$ cat config.mk
export PLATFORM = sky130hd
export DESIGN_NAME = fpga_bram_master
export DESIGN_NICKNAME = d
export VERILOG_FILES = /design/src/rtl/fpga_bram_master.sv
export SDC_FILE = /design/constraint.sdc
export NUM_CORES = 1
export LEC_CHECK = 0
export BUFFER_PORTS_ARGS = -buffer_cell sky130_fd_sc_hd__buf_2
export CORE_ASPECT_RATIO = 1.25
export CORE_MARGIN = 3
export CORE_UTILIZATION = 45
export CTS_CLUSTER_SIZE = 16
export DETAILED_ROUTE_END_ITERATION = 6
export HOLD_SLACK_MARGIN = 0.12
export PLACE_DENSITY = 0.82
export SLEW_MARGIN = 20
export SYNTH_ARGS = -nofsm -noshare
export SYNTH_HDL_FRONTEND = slang
export SYNTH_SLANG_ARGS = --single-unit
$ cat constraint.sdc
create_clock -name clk -period 2.6 [get_ports clk]
set_clock_uncertainty 0.1 [all_clocks]
set_input_delay 0.39 -clock clk [delete_from_list [all_inputs] [get_ports clk]]
set_output_delay 0.39 -clock clk [all_outputs]
set_load 0.1 [all_outputs]
$ cat src/rtl/fpga_bram_master.sv
// Initiator for the multiplexed address/data BRAM bus: one request at a time, sequenced as
// enable pulse, address phase, optional write-data phase, then a bounded wait for the reply.
// Define FPGA_BRAM_MASTER_RETRY_EN to replay the bus sequence once after a first timeout.
module fpga_bram_master #(
  parameter int DATA_WIDTH     = 64,
  parameter int ADDRESS_WIDTH  = 32,
  parameter int TIMEOUT_CYCLES = 16
) (
  input  logic                     clk,
  input  logic                     rst_n,
  input  logic                     req_valid_i,
  output logic                     req_ready_o,
  input  logic                     req_we_i,
  input  logic [ADDRESS_WIDTH-1:0] req_addr_i,
  input  logic [DATA_WIDTH-1:0]    req_wdata_i,
  output logic                     rsp_valid_o,
  input  logic                     rsp_ready_i,
  output logic [DATA_WIDTH-1:0]    rsp_rdata_o,
  output logic                     rsp_error_o,
  output logic                     read_en_o,
  output logic                     write_en_o,
  output logic                     address_on_o,
  output logic                     data_on_o,
  output logic [DATA_WIDTH-1:0]    address_data_bus_o,
  input  logic                     resp_valid_i,
  input  logic [DATA_WIDTH-1:0]    address_data_bus_i
);

  localparam int CNT_W = $clog2(TIMEOUT_CYCLES + 1);
  localparam logic [CNT_W-1:0] TO_LAST = CNT_W'(TIMEOUT_CYCLES - 1);

  typedef enum logic [2:0] {
    IDLE   = 3'd0,
    ENABLE = 3'd1,
    ADDR   = 3'd2,
    DATA   = 3'd3,
    WAIT   = 3'd4,
    RESP   = 3'd5
  } state_t;

  state_t                   state_q;
  logic                     we_q;
  logic [ADDRESS_WIDTH-1:0] addr_q;
  logic [DATA_WIDTH-1:0]    wdata_q;
  logic [CNT_W-1:0]         cnt_q;
  logic [CNT_W-1:0]         cnt_d;
  logic                     timeout_s;
  logic                     req_ready_q;
  logic                     rsp_valid_q;
  logic [DATA_WIDTH-1:0]    rsp_rdata_q;
  logic                     rsp_error_q;
  logic                     read_en_q;
  logic                     write_en_q;
  logic                     address_on_q;
  logic                     data_on_q;
  logic [DATA_WIDTH-1:0]    bus_q;
`ifdef FPGA_BRAM_MASTER_RETRY_EN
  logic                     retry_q;
`endif

  // WAIT-cycle counter increment and final-timeout-cycle detection
  always_comb begin
    cnt_d     = cnt_q + CNT_W'(1);
    timeout_s = (cnt_q == TO_LAST);
  end

  // Transaction FSM; every output is registered from the transition being taken
  always_ff @(posedge clk or negedge rst_n) begin
    if (!rst_n) begin
      state_q      <= IDLE;
      we_q         <= 1'b0;
      addr_q       <= '0;
      wdata_q      <= '0;
      cnt_q        <= '0;
      req_ready_q  <= 1'b0;
      rsp_valid_q  <= 1'b0;
      rsp_rdata_q  <= '0;
      rsp_error_q  <= 1'b0;
      read_en_q    <= 1'b0;
      write_en_q   <= 1'b0;
      address_on_q <= 1'b0;
      data_on_q    <= 1'b0;
      bus_q        <= '0;
`ifdef FPGA_BRAM_MASTER_RETRY_EN
      retry_q      <= 1'b0;
`endif
    end else begin
      // Bus strobes are single-cycle unless a transition below re-asserts them
      read_en_q    <= 1'b0;
      write_en_q   <= 1'b0;
      address_on_q <= 1'b0;
      data_on_q    <= 1'b0;
      bus_q        <= '0;
      case (state_q)
        IDLE: begin
`ifdef FPGA_BRAM_MASTER_RETRY_EN
          retry_q <= 1'b0;
`endif
          if (req_valid_i && req_ready_q) begin
            we_q        <= req_we_i;
            addr_q      <= req_addr_i;
            wdata_q     <= req_wdata_i;
            req_ready_q <= 1'b0;
            read_en_q   <= !req_we_i;
            write_en_q  <= req_we_i;
            state_q     <= ENABLE;
          end else begin
            req_ready_q <= 1'b1;
          end
        end
        ENABLE: begin
          address_on_q <= 1'b1;
          bus_q        <= DATA_WIDTH'(addr_q);
          state_q      <= ADDR;
        end
        ADDR: begin
          cnt_q <= '0;
          if (we_q) begin
            data_on_q <= 1'b1;
            bus_q     <= wdata_q;
            state_q   <= DATA;
          end else begin
            state_q   <= WAIT;
          end
        end
        DATA: begin
          cnt_q   <= '0;
          state_q <= WAIT;
        end
        WAIT: begin
          // A reply on the final timeout cycle still wins over the timeout
          if (resp_valid_i) begin
            rsp_valid_q <= 1'b1;
            rsp_rdata_q <= we_q ? '0 : address_data_bus_i;
            rsp_error_q <= 1'b0;
            state_q     <= RESP;
          end else if (timeout_s) begin
`ifdef FPGA_BRAM_MASTER_RETRY_EN
            if (!retry_q) begin
              retry_q    <= 1'b1;
              read_en_q  <= !we_q;
              write_en_q <= we_q;
              state_q    <= ENABLE;
            end else begin
              rsp_valid_q <= 1'b1;
              rsp_rdata_q <= '0;
              rsp_error_q <= 1'b1;
              state_q     <= RESP;
            end
`else
            rsp_valid_q <= 1'b1;
            rsp_rdata_q <= '0;
            rsp_error_q <= 1'b1;
            state_q     <= RESP;
`endif
          end else begin
            cnt_q <= cnt_d;
          end
        end
        RESP: begin
          if (rsp_ready_i) begin
            rsp_valid_q <= 1'b0;
            rsp_rdata_q <= '0;
            rsp_error_q <= 1'b0;
            req_ready_q <= 1'b1;
            state_q     <= IDLE;
          end else begin
            rsp_valid_q <= 1'b1;
          end
        end
        default: begin
          req_ready_q <= 1'b0;
          rsp_valid_q <= 1'b0;
          state_q     <= IDLE;
        end
      endcase
    end
  end

  assign req_ready_o        = req_ready_q;
  assign rsp_valid_o        = rsp_valid_q;
  assign rsp_rdata_o        = rsp_rdata_q;
  assign rsp_error_o        = rsp_error_q;
  assign read_en_o          = read_en_q;
  assign write_en_o         = write_en_q;
  assign address_on_o       = address_on_q;
  assign data_on_o          = data_on_q;
  assign address_data_bus_o = bus_q;

endmodule

==> flow_metrics.env, run 1 <==
export IMPL_max_cap_violations=0
export IMPL_initial_core_util_pct=46.13
export IMPL_hp_class="in -> reg"
export IMPL_synth_nets=880
export IMPL_relSlewSlack_pct=48.07
export IMPL_worstPathMaxFanout=54
export IMPL_die_x_um=137.3
export IMPL_num_fill_cells=1458
export IMPL_holdWs_ns=0.1756
export IMPL_via_per_inst=5.312
export IMPL_path_class="reg -> reg"
export IMPL_synth_top_area_share_pct=61.89
export IMPL_drive_above_1_share_pct=43.74
export IMPL_p_leak_nw=7.040
export IMPL_synth_cell_type_count=33
export IMPL_postSynthCellCount=712
export IMPL_path_clk_slew_ns=0.06
export IMPL_placementRows=59
export IMPL_cts_resized=0
export IMPL_grt_max_degree=72
export IMPL_post_cts_buffers=0
export IMPL_fp_dieArea_um2=23370
export IMPL_insertion_delay_ns=0.52
export IMPL_port_buffers=300
export IMPL_hold_path_startpoint="resp_valid_i"
export IMPL_async_flop_share_pct=100.0
export IMPL_netlist_area_um2=9704
export IMPL_drv_slew=0
export IMPL_grt_pass1_wl_um=44210
export IMPL_holdBufCountCts=163
export IMPL_post_drt_wl_per_cell_um=19.54
export IMPL_setup_viol=0
export IMPL_instances_no_fill=1462
export IMPL_fin_ws_ns=0.1390
export IMPL_totalWireLength_um=28570
export IMPL_firstDrtPassIters=5
export IMPL_hold_violations=0
export IMPL_min_period_over_period_pct=94.65
export IMPL_grt_ovfl_total=0
export IMPL_rsz0062_at_grt="false"
export IMPL_synth_xor_area_share_pct=0
export IMPL_yosysMostFrequentCell="dfrtp_1"
export IMPL_final_setup_tns_ns=0
export IMPL_finalPower_mw=19.36
export IMPL_max_freq_mhz=406.3
export IMPL_synth_top_family_by_area="compound AO/OA/AOI/OAI gates"
export IMPL_post_route_util_pct=66.68
export IMPL_yosysWarnings=0
export IMPL_synth_fa_ha_area_share_pct=0.2579
export IMPL_hpwl_um=16200
export IMPL_clockBufferDepth=3
export IMPL_ant_nets=0
export IMPL_yosys_top_cells_area="dfrtp_1, mux2_2, o31ai_2"
export IMPL_post_route_cell_area_um2=14030
export IMPL_place_area_um2=11590
export IMPL_power_density_nw_per_um2=1380
export IMPL_root_buffer="clkbuf_16"
export IMPL_placed_cells=1249
export IMPL_cts_buffers=24
export IMPL_cts_tree="done"
export IMPL_antenna_found_initial=4
export IMPL_crit_required_ns=2.88
export IMPL_synth_area_mux_share_pct=11.26
export IMPL_htreeDepth=1
export IMPL_ys_ff_latch=240
export IMPL_coreArea_um2=21040
export IMPL_rrSetupSlack_ns=0.14
export IMPL_drc=0
export IMPL_cp_startpoint="cnt_q[0]"
export IMPL_grt_pass1_vias=8365
export IMPL_drtIter0Drc=471
export IMPL_synth_commonest_cells="dfrtp_1, mux2_2, o31ai_1"
export IMPL_seq_area_frac_synth_pct=61.89
export IMPL_crit_path_end="rsp_rdata_o[1]"
export IMPL_synth_edf_count=0
export IMPL_synth_main_ff_cell="dfrtp_1"
export IMPL_worst_setup_path_start_kind="register"
export IMPL_vias=7766
export IMPL_period_minus_slack_ns=2.461
export IMPL_preCtsSetupSlack_ns=0.3078
export IMPL_worstRegToRegCells=7
export IMPL_timing_rr_start="cnt_q[0]"
export IMPL_r2r_end="rsp_rdata_o[1]"
export IMPL_worst_pin_slew_ns=0.7789
export IMPL_cp_arrival_ns=2.74
export IMPL_finish_net_count=1332
export IMPL_yosysTopAreaCell="dfrtp_1"
export IMPL_area_growth_pct=44.56
export IMPL_grt_usage_pct=24.00
export IMPL_cts_sinks=240
export IMPL_synth_compound_area_share_pct=16.74
export IMPL_syn_avg_cell_area_um2=13.63
export IMPL_ios=301
export IMPL_die_h_um=170.2
export IMPL_ir_drop_v=0.001006
export IMPL_yosys_area_share_simple_pct=4.023
export IMPL_status="finished clean"
export IMPL_worst_setup_path_end_kind="register"
export IMPL_gp_congestion=0.8069
## layer usage
layer | track usage [%] | wire length (um)
met1 | 26.78 | 10080
met3 | 4.169 | 1521
met2 | 42.88 | 15270
met5 | 0 | 0
met4 | 13.50 | 1695
## cell usage in the layout (no fill, tap or decap), types with 2 or more instances in the layout
| cell | netlist | final |
|---|---|---|
| buf_2 | 15 | 299 |
| dfrtp_1 | 240 | 240 |
| dlygate4sd3_1 | 0 | 163 |
| mux2_2 | 97 | 97 |
| o31ai_1 | 80 | 80 |
| inv_1 | 68 | 68 |
| o31ai_2 | 49 | 49 |
| and2_1 | 35 | 35 |
| a22o_1 | 34 | 34 |
| clkbuf_16 | 0 | 24 |
| buf_12 | 0 | 11 |
| buf_4 | 9 | 11 |
| a21oi_1 | 9 | 9 |
| clkinv_2 | 0 | 8 |
| diode_2 | 0 | 6 |
| clkbuf_8 | 0 | 6 |
| nand3_1 | 4 | 4 |
| nor2_1 | 4 | 3 |
| and3_1 | 4 | 3 |
| nor2b_1 | 4 | 3 |
| nand2_1 | 3 | 3 |
| clkbuf_1 | 30 | 3 |
| o2bb2ai_1 | 2 | 2 |
| a21o_1 | 2 | 2 |
| nor3_1 | 2 | 2 |
| ha_1 | 2 | 2 |
## flip-flops by register name, summed over array words and instances (netlist names), 3 cells and up
signal              cells
address_data_bus_o     64
wdata_q                64
state_q                 3
cnt_q                   5
addr_q                 32
rsp_rdata_o            64
## logic make-up after synthesis
family / Yosys count
AOI/OAI and AO/OA: 181
adders and majority gates: 2
buffers and inverters: 127
DFF: 240
muxes: 97
and+or+nand+nor: 65
## power by group
| part | internal (mW) | leakage, nW | switching [mW] |
|---|---|---|---|
| logic | 2.44 | 3.57 | 7.37 |
| registers | 5.24 | 3.08 | 0.847 |
| clock network | 1.97 | 0.395 | 1.48 |
## worst max-delay path, stage by stage (launching register included)
cell and delay (ns):
dfrtp_1 0.40, ha_1 0.20, and3_1 0.16, ha_1 0.21, nor3_4 0.06, or3_4 0.51
buf_12 0.24, o31ai_1 0.39
## cell type report
class                      count  area [um2]  area share (%)
sequential                   240        6006           42.81
timing repair buffer         485        3446           24.56
multi-input combinational    345        3176           22.64
clock buffer                  33       694.4           4.950
tap                          274       342.8           2.444
inverter                      68       255.2           1.819
clock inverter                11       93.84          0.6689
antenna                        6       15.01          0.1070
## worst min-delay path by stage
stage	endpoint	slack [ns]	cells after the start
after CTS	rsp_error_o	0.15	3
after global placement	address_data_bus_o[43]	0.28	1
after floorplan	addr_q[0]	-0.006	0
after detailed placement	address_data_bus_o[43]	0.28	1
final	rsp_error_o	0.18	3
after global routing	rsp_error_o	0.17	3
Note: power is estimated with default switching activity, not from simulation.
==> run 2: changes to the inputs <==
CELL_PAD_IN_SITES_DETAIL_PLACEMENT = 0   (was default)
CELL_PAD_IN_SITES_GLOBAL_PLACEMENT = 2   (was default)
CORE_UTILIZATION = 33   (was 45)
PLACE_DENSITY = 0.89   (was 0.82)
clock period = 2.67 ns   (was 2.6 ns; I/O delays follow)
==> flow_metrics.env, run 2 (same netlist as run 1, synthesis figures left out) <==
export IMPL_min_period_over_period_pct=83.76
export IMPL_htreeDepth=1
export IMPL_grt_pass1_wl_um=42850
export IMPL_die_h_um=197.7
export IMPL_fin_ws_ns=0.4335
export IMPL_cp_arrival_ns=2.54
export IMPL_internal_power_mw=10.02
export IMPL_swShare_pct=48.08
export IMPL_ant_nets=0
export IMPL_p_sw_mw=9.279
export IMPL_drv_slew=0
export IMPL_busiest_layer="met2"
export IMPL_grt_max_degree=72
export IMPL_via_per_inst=4.672
export IMPL_drive_above_1_share_pct=43.86
export IMPL_pwr_share_clk_pct=20.8
export IMPL_rsz0062_at_grt="false"
export IMPL_gp_congestion=0.7300
export IMPL_relSlewSlack_pct=49.04
export IMPL_preCtsSetupSlack_ns=0.4595
export IMPL_cts_tree="done"
export IMPL_cts_buffers=26
export IMPL_max_cap_violations=0
export IMPL_period_minus_slack_ns=2.236
export IMPL_setup_viol=0
export IMPL_ios=301
export IMPL_port_buffers=300
export IMPL_insertion_delay_ns=0.52
export IMPL_coreArea_um2=28660
export IMPL_post_route_util_pct=49.93
export IMPL_status="finished clean"
export IMPL_cts_sinks=240
export IMPL_num_fill_cells=2478
export IMPL_path_class="reg -> reg"
export IMPL_p_leak_nw=7.103
export IMPL_hpwl_um=16080
export IMPL_worst_pin_slew_ns=0.7645
export IMPL_seq_power_share_pct=30.4
export IMPL_fp_dieArea_um2=31510
export IMPL_die_x_um=159.4
export IMPL_grt_util_met3_pct=4.373
export IMPL_placed_cells=1362
export IMPL_instances_no_fill=1572
export IMPL_crit_required_ns=2.98
export IMPL_placementRows=69
export IMPL_post_cts_buffers=0
export IMPL_hold_violations=0
export IMPL_worst_setup_path_start_kind="register"
export IMPL_antenna_found_initial=2
export IMPL_p_comb_share_pct=48.8
export IMPL_final_setup_tns_ns=0
export IMPL_holdWs_ns=0.1624
export IMPL_power_density_nw_per_um2=1349
export IMPL_grt_ovfl_total=0
export IMPL_area_growth_pct=47.46
export IMPL_max_freq_mhz=447.1
export IMPL_drc=0
export IMPL_hp_class="in -> reg"
export IMPL_grt_pass1_vias=8084
export IMPL_initial_core_util_pct=33.86
export IMPL_drtIter0Drc=393
export IMPL_post_drt_wl_per_cell_um=16.60
export IMPL_ir_drop_v=0.0009611
export IMPL_final_cell_mix="buf_2, dfrtp_1, dlygate4sd3_1"
export IMPL_clockBufferDepth=3
export IMPL_firstDrtPassIters=4
export IMPL_worst_setup_path_end_kind="register"
export IMPL_vias=7344
export IMPL_grt_met1_usage_pct=20.53
export IMPL_worstPathMaxFanout=71
export IMPL_totalWireLength_um=26100
export IMPL_grt_use_met2_pct=28.91
export IMPL_final_common_cell="buf_2"
export IMPL_finish_net_count=1330
export IMPL_path_clk_slew_ns=0.06
export IMPL_root_buffer="clkbuf_16"
export IMPL_grt_usage_pct=16.44
==> run 2: cell count changes in the layout (fill, tap and decap cells not counted), moves of 2 or more <==
| cell | change |
|---|---|
| bufinv_16 | +5 |
| clkbuf_16 | +3 |
| buf_4 | -3 |
| clkinv_2 | -2 |
| diode_2 | -5 |
==> run 2: power groups by stage <==
| stage | Combinational (mW) | Sequential [mW] | Clock (mW) |
|---|---|---|---|
| final | 9.42 | 5.86 | 4.01 |
| after global routing | 9.88 | 6.06 | 4.27 |
| after CTS | 9.48 | 5.85 | 4.14 |
| after detailed placement | 9.28 | 5.90 | 0 |
| after global placement | 9.19 | 5.86 | 0 |
| after floorplan | 2.85 | 10.5 | 0 |
==> run 2: final timing paths <==
check | startpoint | to | slack, ns | cells after the start
min in group asynchronous | rst_n | rsp_rdata_o[0] | 0.33 | 2
max | cnt_q[0] | cnt_q[4] | 0.43 | 7
max reg2reg | cnt_q[0] | cnt_q[4] | 0.43 | 7
min | rsp_ready_i | state_q[0] | 0.16 | 3
max in group asynchronous | rst_n | wdata_q[61] | 1.42 | 3
min reg2reg | wdata_q[34] | address_data_bus_o[34] | 0.37 | 1
==> run 2: area by class of cell <==
| type | instances | area, um2 | share of cell area (%) |
|---|---|---|---|
| sequential | 240 | 6006 | 41.97 |
| timing repair buffer | 481 | 3413 | 23.85 |
| multi-input combinational | 345 | 3176 | 22.19 |
| clock buffer | 34 | 752.0 | 5.255 |
| tap | 390 | 488.0 | 3.410 |
| inverter | 68 | 255.2 | 1.784 |
| clock inverter | 13 | 217.7 | 1.521 |
| antenna | 1 | 2.502 | 0.01749 |
==> run 2: repair_timing <==
action / in CTS / in global routing
gates resized for setup: 0 / 0
hold endpoints to repair: 223 / 0
hold buffers: 162 / 0
==> run 2: through the flow <==
step                      cell area (um2)  power (mW)
final                               14310       19.30
after global routing                14310       20.22
after CTS                           14310       19.47
after floorplan                      9704       13.35
after global placement              11720       15.06
after detailed placement            11720       15.18
==> run 2: critical path, cell delays in order (launching register included) <==
cell	delay, ns
dfrtp_1	0.42
ha_1	0.24
and3_1	0.19
ha_1	0.21
nor3_4	0.18
buf_12	0.33
a21oi_1	0.18
a22o_1	0.26
==> run 2: metal layers <==
metal / wire length, um / vias to the layer above
li1: - / 3432
met1: 10990 / 3602
met2: 12770 / 281
met3: 1945 / 27
met4: 375 / 2
met5: 13 / -
==> run 3: changes to the inputs <==
clock period = 2.07 ns   (was 2.67 ns; I/O delays follow)
==> flow_metrics.env, run 3 (same netlist as run 1, synthesis figures left out) <==
export IMPL_status="finished clean"
export IMPL_worst_setup_path_end_kind="register"
export IMPL_antennaDiodeCount=0
export IMPL_relSlewSlack_pct=55.91
export IMPL_grt_ovfl_total=0
export IMPL_cp_top_family="simple AND/OR/NAND/NOR gates"
export IMPL_insertion_delay_ns=0.51
export IMPL_hpwl_um=16810
export IMPL_coreArea_um2=28660
export IMPL_period_minus_slack_ns=2.043
export IMPL_max_cap_violations=0
export IMPL_path_class="reg -> reg"
export IMPL_gp_congestion=0.7562
export IMPL_worst_pin_slew_ns=0.6613
export IMPL_critPathMaxStageDelay_ns=0.42
export IMPL_fp_dieArea_um2=31510
export IMPL_grt_pass1_wl_um=42280
export IMPL_path_cells="ha_1 > and3_1 > ha_2 > nor3_4 > or3_4 > buf_12 > o31ai_2"
export IMPL_final_setup_tns_ns=0
export IMPL_drv_slew=0
export IMPL_crit_required_ns=2.39
export IMPL_htreeDepth=1
export IMPL_totalWireLength_um=26430
export IMPL_antenna_found_initial=0
export IMPL_hp_class="in -> async"
export IMPL_critPathBufInv=1
export IMPL_hold_violations=0
export IMPL_worst_setup_path_start_kind="register"
export IMPL_cts_sinks=240
export IMPL_path_clk_slew_ns=0.06
export IMPL_instances_no_fill=1589
export IMPL_final_common_cell="buf_2"
export IMPL_vias=7447
export IMPL_min_period_over_period_pct=98.72
export IMPL_via_per_inst=4.687
export IMPL_root_buffer="clkbuf_16"
export IMPL_grt_pass1_vias=7994
export IMPL_rsz0062_at_grt="true"
export IMPL_cp_arrival_ns=2.36
export IMPL_ios=301
export IMPL_p_leak_nw=7.210
export IMPL_die_x_um=159.4
export IMPL_cts_tree="done"
export IMPL_post_drt_wl_per_cell_um=16.63
export IMPL_num_fill_cells=2461
export IMPL_firstDrtPassIters=6
export IMPL_area_growth_pct=49.74
export IMPL_placed_cells=1378
export IMPL_placementRows=69
export IMPL_drive_above_1_share_pct=45.37
export IMPL_grt_usage_pct=16.18
export IMPL_max_freq_mhz=489.4
export IMPL_port_buffers=300
export IMPL_drtIter0Drc=284
export IMPL_initial_core_util_pct=33.86
export IMPL_worstPathMaxFanout=40
export IMPL_final_cell_mix="buf_2, dfrtp_1, dlygate4sd3_1"
export IMPL_crit_path_top_delay_cell="or3_4"
export IMPL_drc=0
export IMPL_preCtsSetupSlack_ns=0.005637
export IMPL_grt_max_degree=65
export IMPL_ant_nets=0
export IMPL_cts_buffers=25
export IMPL_power_density_nw_per_um2=1719
export IMPL_ir_drop_v=0.001438
export IMPL_die_h_um=197.7
export IMPL_finish_net_count=1349
export IMPL_setup_viol=0
export IMPL_clockBufferDepth=3
export IMPL_fin_ws_ns=0.02651
run 3: final cells by class:
type                    count  area, um2  area share (%)
flip-flops and latches    240       6007           41.34
repair buffers            501       3640           25.05
multi-input cells         345       3222           22.17
clock buffers              30      684.4           4.710
well taps                 390      488.0           3.358
inverters                  68      255.2           1.757
clock inverters            15      235.2           1.619
run 3: layer usage:
layer	vias to the layer above	GRT usage, %	share of wire, %
met5	-	0	0
li1	3472	-	-
met4	0	3.665	1.7
met2	293	28.82	50
met1	3642	19.64	41
met3	40	4.499	7.7
run 3: stage by stage:
step	util [%]	hold WS (ns)	total power, mW	instance area (um2)
final	50.70	0.2495	24.98	14530
after global routing	50.70	0.2766	26.13	14530
after CTS	50.42	0.2577	25.11	14450
after detailed placement	41.47	0.2011	19.82	11890
after global placement	41.47	0.2039	19.64	11890
after floorplan	-	-0.08509	17.22	9706
run 3: worst register-to-register path: stages (launching register included):
cell,delay [ns]
dfrtp_1,0.35
ha_1,0.16
and3_1,0.17
ha_2,0.20
nor3_4,0.05
or3_4,0.42
buf_12,0.20
o31ai_2,0.31
run 3: path summary, 6_finish.rpt:
check	startpoint	end	slack (ns)	cells past startpoint
setup / recovery	cnt_q[0]	rsp_rdata_o[19]	0.03	7
hold / removal	rst_n	rsp_rdata_o[45]	0.25	2
max in group asynchronous	rst_n	rsp_rdata_o[31]	0.90	3
min in group clk	req_valid_i	wdata_q[50]	0.30	3
hold reg to reg	wdata_q[51]	address_data_bus_o[51]	0.37	1
setup reg to reg	cnt_q[0]	rsp_rdata_o[19]	0.03	7
run 3: where the power goes:
group	switching, mW	total, mW	internal (mW)
Clock	1.83	4.93	3.10
Sequential	0.913	7.50	6.58
Combinational	9.26	12.5	3.29
run 3: what timing repair did:
action                                  CTS  global route
buffers inserted                          0             1
hold buffers                            164             0
resized for setup                         1             9
endpoints found under the setup margin    1            26
hold endpoints to repair                383             0
cloned                                    0             1
pin swaps                                 0             2
